File: src/rtl/obstacle_scheduler.sv
// Obstacle stream generator for the runner game: two obstacle slots that scroll left
// once per frame, pseudo-random spawn gaps and types, and a registered nearest-obstacle view.
module obstacle_scheduler #(
    parameter int SPAWN_X  = 680,
    parameter int DX       = 5,
    parameter int GAP_INIT = 300,
    parameter int MIN_GAP  = 200,
    parameter int GAP_MASK = 255
) (
    input  logic        clk,
    input  logic        rst,
    input  logic        frame_tick,
    input  logic [1:0]  game_state,
    output logic        obs0_valid,
    output logic [10:0] obs0_x,
    output logic [1:0]  obs0_type,
    output logic        obs1_valid,
    output logic [10:0] obs1_x,
    output logic [1:0]  obs1_type,
    output logic        lead_valid,
    output logic [10:0] lead_x,
    output logic [7:0]  lead_w,
    output logic [6:0]  lead_h
);

    localparam logic [10:0] SPAWN_X_L  = 11'(SPAWN_X);
    localparam logic [10:0] DX_X       = 11'(DX);
    localparam logic [9:0]  DX_G       = 10'(DX);
    localparam logic [9:0]  GAP_INIT_L = 10'(GAP_INIT);
    localparam logic [9:0]  MIN_GAP_L  = 10'(MIN_GAP);
    localparam logic [7:0]  GAP_MASK_L = 8'(GAP_MASK);
    localparam logic [15:0] LFSR_SEED  = 16'hACE1;

    function automatic logic [7:0] size_w(input logic [1:0] t);
        case (t)
            2'b00:   size_w = 8'd17;
            2'b01:   size_w = 8'd25;
            2'b10:   size_w = 8'd51;
            2'b11:   size_w = 8'd46;
            default: size_w = 8'd0;
        endcase
    endfunction

    function automatic logic [6:0] size_h(input logic [1:0] t);
        case (t)
            2'b00:   size_h = 7'd35;
            2'b01:   size_h = 7'd50;
            2'b10:   size_h = 7'd50;
            2'b11:   size_h = 7'd40;
            default: size_h = 7'd0;
        endcase
    endfunction

    logic [1:0]  valid_q, valid_d;
    logic [10:0] x_q [2];
    logic [10:0] x_d [2];
    logic [1:0]  type_q [2];
    logic [1:0]  type_d [2];
    logic [9:0]  gap_cnt_q, gap_cnt_d;
    logic [15:0] lfsr_q, lfsr_d;
    logic        lead_valid_q, lead_valid_d;
    logic [10:0] lead_x_q, lead_x_d;
    logic [7:0]  lead_w_q, lead_w_d;
    logic [6:0]  lead_h_q, lead_h_d;
    logic [9:0]  gap_reload_s;

    assign gap_reload_s = MIN_GAP_L + {2'b00, lfsr_q[15:8] & GAP_MASK_L};

    // Next-state: free-running LFSR, slot movement/spawn and lead selection by game mode
    always_comb begin
        lfsr_d       = {lfsr_q[14:0], lfsr_q[15] ^ lfsr_q[13] ^ lfsr_q[12] ^ lfsr_q[10]};
        valid_d      = valid_q;
        x_d          = x_q;
        type_d       = type_q;
        gap_cnt_d    = gap_cnt_q;
        lead_valid_d = lead_valid_q;
        lead_x_d     = lead_x_q;
        lead_w_d     = lead_w_q;
        lead_h_d     = lead_h_q;
        case (game_state)
            2'b00: begin
                valid_d      = 2'b00;
                for (int i = 0; i < 2; i++) begin
                    x_d[i]    = 11'd0;
                    type_d[i] = 2'd0;
                end
                gap_cnt_d    = GAP_INIT_L;
                lead_valid_d = 1'b0;
                lead_x_d     = 11'h7FF;
                lead_w_d     = 8'd0;
                lead_h_d     = 7'd0;
            end
            2'b01: begin
                // Lead follows the slot registers; slot 0 wins a tie
                if (valid_q[0] && (!valid_q[1] || (x_q[0] <= x_q[1]))) begin
                    lead_valid_d = 1'b1;
                    lead_x_d     = x_q[0];
                    lead_w_d     = size_w(type_q[0]);
                    lead_h_d     = size_h(type_q[0]);
                end else if (valid_q[1]) begin
                    lead_valid_d = 1'b1;
                    lead_x_d     = x_q[1];
                    lead_w_d     = size_w(type_q[1]);
                    lead_h_d     = size_h(type_q[1]);
                end else begin
                    lead_valid_d = 1'b0;
                    lead_x_d     = 11'h7FF;
                    lead_w_d     = 8'd0;
                    lead_h_d     = 7'd0;
                end
                if (frame_tick) begin
                    for (int i = 0; i < 2; i++) begin
                        if (valid_q[i]) begin
                            if (x_q[i] < DX_X) begin
                                valid_d[i] = 1'b0;
                            end else begin
                                x_d[i] = x_q[i] - DX_X;
                            end
                        end else begin
                            valid_d[i] = 1'b0;
                        end
                    end
                    // Spawn sees slots freed by this tick's move step
                    if (gap_cnt_q <= DX_G) begin
                        if (!valid_d[0]) begin
                            valid_d[0] = 1'b1;
                            x_d[0]     = SPAWN_X_L;
                            type_d[0]  = lfsr_q[1:0];
                            gap_cnt_d  = gap_reload_s;
                        end else if (!valid_d[1]) begin
                            valid_d[1] = 1'b1;
                            x_d[1]     = SPAWN_X_L;
                            type_d[1]  = lfsr_q[1:0];
                            gap_cnt_d  = gap_reload_s;
                        end else begin
                            gap_cnt_d  = 10'd0;
                        end
                    end else begin
                        gap_cnt_d = gap_cnt_q - DX_G;
                    end
                end else begin
                    gap_cnt_d = gap_cnt_q;
                end
            end
            default: begin
                gap_cnt_d = gap_cnt_q;
            end
        endcase
    end

    // State registers with synchronous active-low reset
    always_ff @(posedge clk) begin
        if (!rst) begin
            valid_q      <= 2'b00;
            for (int i = 0; i < 2; i++) begin
                x_q[i]    <= 11'd0;
                type_q[i] <= 2'd0;
            end
            gap_cnt_q    <= GAP_INIT_L;
            lfsr_q       <= LFSR_SEED;
            lead_valid_q <= 1'b0;
            lead_x_q     <= 11'h7FF;
            lead_w_q     <= 8'd0;
            lead_h_q     <= 7'd0;
        end else begin
            valid_q      <= valid_d;
            x_q          <= x_d;
            type_q       <= type_d;
            gap_cnt_q    <= gap_cnt_d;
            lfsr_q       <= lfsr_d;
            lead_valid_q <= lead_valid_d;
            lead_x_q     <= lead_x_d;
            lead_w_q     <= lead_w_d;
            lead_h_q     <= lead_h_d;
        end
    end

    assign obs0_valid = valid_q[0];
    assign obs0_x     = x_q[0];
    assign obs0_type  = type_q[0];
    assign obs1_valid = valid_q[1];
    assign obs1_x     = x_q[1];
    assign obs1_type  = type_q[1];
    assign lead_valid = lead_valid_q;
    assign lead_x     = lead_x_q;
    assign lead_w     = lead_w_q;
    assign lead_h     = lead_h_q;

endmodule

File: config.mk
export PLATFORM = sky130hd
export DESIGN_NAME = obstacle_scheduler
export DESIGN_NICKNAME = d
export VERILOG_FILES = /design/src/rtl/obstacle_scheduler.sv
export SDC_FILE = /design/constraint.sdc
export NUM_CORES = 1
export LEC_CHECK = 0
export CAP_MARGIN = 10
export CORE_MARGIN = 2
export CORE_UTILIZATION = 30
export DETAILED_ROUTE_END_ITERATION = 12
export GPL_TIMING_DRIVEN = 0
export PLACE_DENSITY = 0.61
export SLEW_MARGIN = 15
export SYNTH_ARGS = -nofsm -noshare
export SYNTH_HDL_FRONTEND = slang
export SYNTH_SLANG_ARGS = --single-unit
File: constraint.sdc
create_clock -name clk -period 2.01 [get_ports clk]
set_input_delay 0.3015 -clock clk [delete_from_list [all_inputs] [get_ports clk]]
set_output_delay 0.3015 -clock clk [all_outputs]
set_load 0.02 [all_outputs]
Word-level counts from Yosys, hierarchy flattened. Cells that the tools add are included.

Flip-flop bits (word level): 81. Input port bits: 5. Logic and storage cells: 95.

Add/subtract/negate cells: 4. Order comparisons: 4. Eq/ne operators: 12. Muxes and demuxes: 49. Bitwise operators: 3. Reduce and logical (&&, ||, !) cells: 12.

Operators with widths (number): two-way mux 11 bit (9); case mux 8 bit (4 select lines) (2); two-way mux 22 bit (2); case mux 22 bit (2 select lines) (1); case mux 7 bit (3 select lines) (2); < comparator 11 x 3 -> 1 bit, second input constant (2); case mux 11 bit (2 select lines) (1); subtractor 11 x 3 -> 11 bit, second input constant (2); two-way mux 10 bit (2); case mux 10 bit (2 select lines) (1); two-way mux 9 bit (2); two-way mux 8 bit (2); case mux 8 bit (2 select lines) (1); two-way mux 7 bit (2); case mux 7 bit (2 select lines) (1); <= comparator 11 bit (1); two-way mux 1 bit (11); <= comparator 10 x 3 -> 1 bit, second input constant (1); two-way mux 2 bit (5); subtractor 10 x 3 -> 10 bit, second input constant (1); adder 8 x 8 -> 9 bit, first input constant (1); equality test 2 bit, second input constant (4); two-way mux 4 bit (2); inequality test 2 bit, second input constant (4); other kinds (15) (22).

Depth between registers and ports, before layout.
Word-level depth: 10. Depth in mapped cells: 9. Gate-level depth less buffers: 8.

Least setup slack after synthesis. No wires, ideal clock.

Kind: register -> register. Start point: register x_q (netlist bit obs1_x[9]). End point: register lead_x_q[3] (netlist: lead_x[3]). Setup time: 0.133 ns. Arrival time: 2.101 ns. Data required time: 1.877 ns. Path slack: -0.223 ns. Cell stages (with the launch flop): 10. Period minus slack after synthesis: 2.233 ns. Cells stage by stage: dfxtp_1 inv_1 ha_1 nand3_1 nor3_1 a41o_1 a32o_1 buf_2 mux2i_1 a21oi_1.

Word-level cells in the longest chain between the ends: 5.

Ends and longest elaborated chain: start: declaration (RTL line 55) `logic [10:0] x_q [2];`; start signal: indexed assignment (RTL line 156) `x_q[i] <= 11'd0;`; start signal: assignment (RTL line 167) `x_q <= x_d;`; <= comparator 11 bit (RTL line 95) `if (valid_q[0] && (!valid_q[1] || (x_q[0] <= x_q[1]))) begin`; logical OR 1 bit (RTL line 95); logical AND 1 bit (RTL line 95); two-way mux 11 bit (RTL line 95); case mux 11 bit (2 select lines) (RTL line 80) `case (game_state)`; end signal: assignment (RTL line 172) `lead_x_q <= lead_x_d;`; end: declaration (RTL line 62) `logic [10:0] lead_x_q, lead_x_d;`.

Every way passes these cells. A chain may end at the register's enable or synchronous reset.

Final worst setup path.
Start point: register gap_cnt_q[6]. End point: register gap_cnt_q[8].

Word-level cells in the longest chain between the ends: 4. Elaborated cells on any way between the ends: 5. Those cells by class: add/sub: 1; order compare: 1; mux: 3.

Ends and longest elaborated chain: start: declaration (RTL line 59) `logic [9:0] gap_cnt_q, gap_cnt_d;`; start signal: assignment (RTL line 169) `gap_cnt_q <= gap_cnt_d;`; subtractor 10 x 3 -> 10 bit or <= comparator 10 x 3 -> 1 bit (tied branches) (RTL line 139, 124); two-way mux 10 bit * (RTL line 124) `if (gap_cnt_q <= DX_G) begin`; two-way mux 10 bit * (RTL line 111) `if (frame_tick) begin`; case mux 10 bit (2 select lines) * (RTL line 80).

Mark *: on every way between the ends. The rest lies on a longest branch, timed or not. The select of a mux whose other input is x is not followed.

==> out/results.txt <==
Final ANT Viol Nets - 0
clock share of power - 48.0%
unrepaired setup endpoints after global routing - yes
Post-Syn Instances - 467
IO Port Bufs - 55
initial antenna violation count - 0
status - finished, violations left
detailed placer's ending HPWL - 8933 um
Worst IR Drop VDD - 0.0003930 V
Worst-Margin Slew - 704.8 ps
Gate power share - 6.9%
EDFF count, synth - 0
Post-DP Area - 4787 sq um
FF+latch count, synth - 72
xor-xnor portion of the synthesized cell area - 3.970%
vias - 3,951
post-synthesis sequential area ratio - 36.29%
drt first-iter violations - 282
grt total ovfl - 0
Routability Congestion - 0.9264
crit path cell chain - or4_4 -> or3_4 -> buf_12 -> a21oi_4 -> o31ai_2 -> a31oi_1
initial core utilization - 30.35%
width of the die - 119.1 um
Worst slew margin - 52.69%
largest family of logic cells by synthesized area - simple AND/OR/NAND/NOR gates
die area - 14,170 sq um
Num CTS Buffers - 9
layout cells sized above 1 - 29.76%
Yosys warnings - 0
fin cells - 754
syn avg cell area - 8.504 sq um
vias in the first global route - 3,790
Worst-path clk slew - 60 ps
CTS tree - yes
Setup crit end kind - flip-flop
area delta synth->final - 47.26%
Post-synth top flop - dfxtp_1
Routed WL per cell - 17.14 um
die span in y - 119.1 um
CP Launch Type - flip-flop
worst-skew pair later-pin latency - 340 ps
DR pass1 iterations - 5
Pwr Total - 3.229 mW
# diodes - 0
final setup skew - 8.238 ps
final hold violations - 0
Sequential Power Share - 45.1%
Synth Area in Adders - 8.822%
Crit Path Class - reg2reg
Netlist cell types - 55
Max Buffers Root-to-Sink - 2
row count - 42
Net Sw Frac - 24.72%
slowest CP cell - or4_4
Filler cells - 1,244
failing checks - setup timing
pin count of the biggest net entering global routing - 14
nets - 606
sw power - 0.7980 mW
most frequent cells in the layout - clkdlybuf4s50_1 (52), dfxtp_1 (46), buf_4 (45), nor2_1 (44), a21oi_1 (24)
Data required, critical path - 2270 ps
Synth Area in Simple Gates - 23.09%
DP Cell Count - 701
drt via density - 5.240
H-tree Lvls - 3
most common cell after layout, fill and taps aside - clkdlybuf4s50_1
P_leak - 2.127 nW
asr flop ratio synth - 0%
final slew viol count - 0
PD cells - 552.1 nW/um^2
Internal - 2.431 mW
final WL - 12,920 um
fraction of the mapped netlist area in compound gates - 20.92%
CTS root buffer - clkbuf_16
final count of negative-setup-slack endpoints - 8
max-cap viol count - 0
post-route cell area - 5848 sq um
Mapped Area - 3971 sq um
mux cell area share after synthesis - 1.260%
core area - 13,090 sq um
Crit Path Max Fanout - 5
first-pass GRT wire length - 19,670 um
num ports - 60
Max Clk Rate - 490.4 MHz
CTS Hold Bufs - 0
Largest stage delay, worst path - 570 ps
Total Routing Usage GR - 17.53%
Post-route DRC - 0
min cycle time layout - 2039 ps
final setup margin - -29.02 ps
CP Data Arrival Time - 2300 ps
period utilization - 101.4%
class of the worst hold path - in2reg
Num Clock Sinks - 72
[per-stage QoR]
stage                     utilization (%)  setup slack (ps)  TNS [ps]  hold WS [ps]
after floorplan                         -             5.249         0         386.3
after global placement              36.58            -701.3    -18130         398.4
after detailed placement            36.58            -731.2    -18960         398.2
after CTS                           41.04            -49.78    -141.0         411.7
after global routing                44.69            -133.1     -2085         431.4
final                               44.69            -29.02    -147.5         405.6
[worst paths after layout]
check                                 start                        end  slack (ps)  cells past startpoint
setup reg to reg  gap_cnt_q[6]$_SDFFE_PN0P_  gap_cnt_q[8]$_SDFFE_PN1P_         -30                      6
hold / removal                          rst     obs0_x[6]$_SDFFE_PN0P_         410                      3
setup / recovery  gap_cnt_q[6]$_SDFFE_PN0P_  gap_cnt_q[8]$_SDFFE_PN1P_         -30                      6
hold reg to reg        lfsr_q[5]$_SDFF_PN1_       lfsr_q[6]$_SDFF_PN1_         410                      1
[cell usage after synthesis, drive strengths merged, types with 2 or more instances]
master,instances,area (sq um)
dfxtp,72,1441
nor2,47,181.4
o21ai,33,165.2
nand2,32,127.6
a21oi,28,147.6
ha,28,350.3
inv,24,90.09
nor3,21,120.1
nand3,17,90.09
buf,13,92.58
nand2b,13,81.33
nor2b,13,81.33
xnor2,13,113.9
and2,12,75.07
nor4,11,68.82
clkbuf,10,37.54
a221oi,7,67.56
a31oi,7,43.79
or3,7,53.80
a311oi,6,52.55
o211ai,6,45.04
mux2i,5,50.05
xor2,5,43.79
o21a,4,30.03
o221a,4,45.04
a21o,3,22.52
a41oi,3,33.79
a211oi,2,15.01
a21boi,2,15.01
a221o,2,20.02
a22oi,2,15.01
o22ai,2,12.51
o41ai,2,55.05
or2,2,12.51
[worst max-delay path: cells and delay by family (launching register included)]
kind                   cells  cell delay [ps]
AND/OR/NAND/NOR            2             1010
AO/OA/AOI/OAI              3              460
flip-flops                 1              330
buffers and inverters      1              160
[power groups by stage]
stage	combinational [mW]	sequential (mW)	clock, mW
6_report	0.222	1.46	1.55
5_1_grt	0.242	1.46	1.63
4_1_cts	0.209	1.46	1.57
3_5_place_dp	0.196	1.50	0
3_3_place_gp	0.192	1.50	0
2_1_floorplan	0.131	1.50	0
[flip-flops by register name, indices dropped and copies added (netlist names)]
register and flops:
gap_cnt_q 10, lead_h 2, lead_valid 1, lead_w 4, lead_x 11, lfsr_q 16
obs0_type 2, obs0_x 11, obs1_type 2, obs1_x 11, valid_q 2
[routing by layer]
metal / share of wire (%) / track usage (%)
met5: 0 / 0
met4: 2.6 / 6.548
met3: 6.9 / 4.262
met2: 47 / 28.52
met1: 43 / 22.45
[cell families after synthesis]
| logic type | Yosys count |
|---|---|
| and+or+nand+nor | 178 |
| AOI/OAI and AO/OA | 118 |
| DFF | 72 |
| buffers and inverters | 47 |
| adders and majority gates | 28 |
| xor gates and xnor gates | 18 |
| muxes | 5 |
| other | 1 |
[layout make-up]
cell class | count | area [sq um] | share of cell area (%)
Multi-Input combinational cell | 351 | 2730 | 46.68
Sequential cell | 72 | 1504 | 25.72
Timing Repair Buffer | 92 | 849.6 | 14.53
Clock buffer | 10 | 250.2 | 4.279
Tap cell | 176 | 220.2 | 3.766
Buffer | 23 | 151.4 | 2.589
Inverter | 24 | 100.1 | 1.712
Clock inverter | 6 | 42.54 | 0.7274
[timing repair]
item	CTS	global route
gates resized for setup	39	76
setup buffers	16	19
endpoints found under the setup margin	50	50
gates cloned	1	1
endpoints found under the hold margin	0	0
pin swaps	7	29
Power figures use the tool's default switching activity.
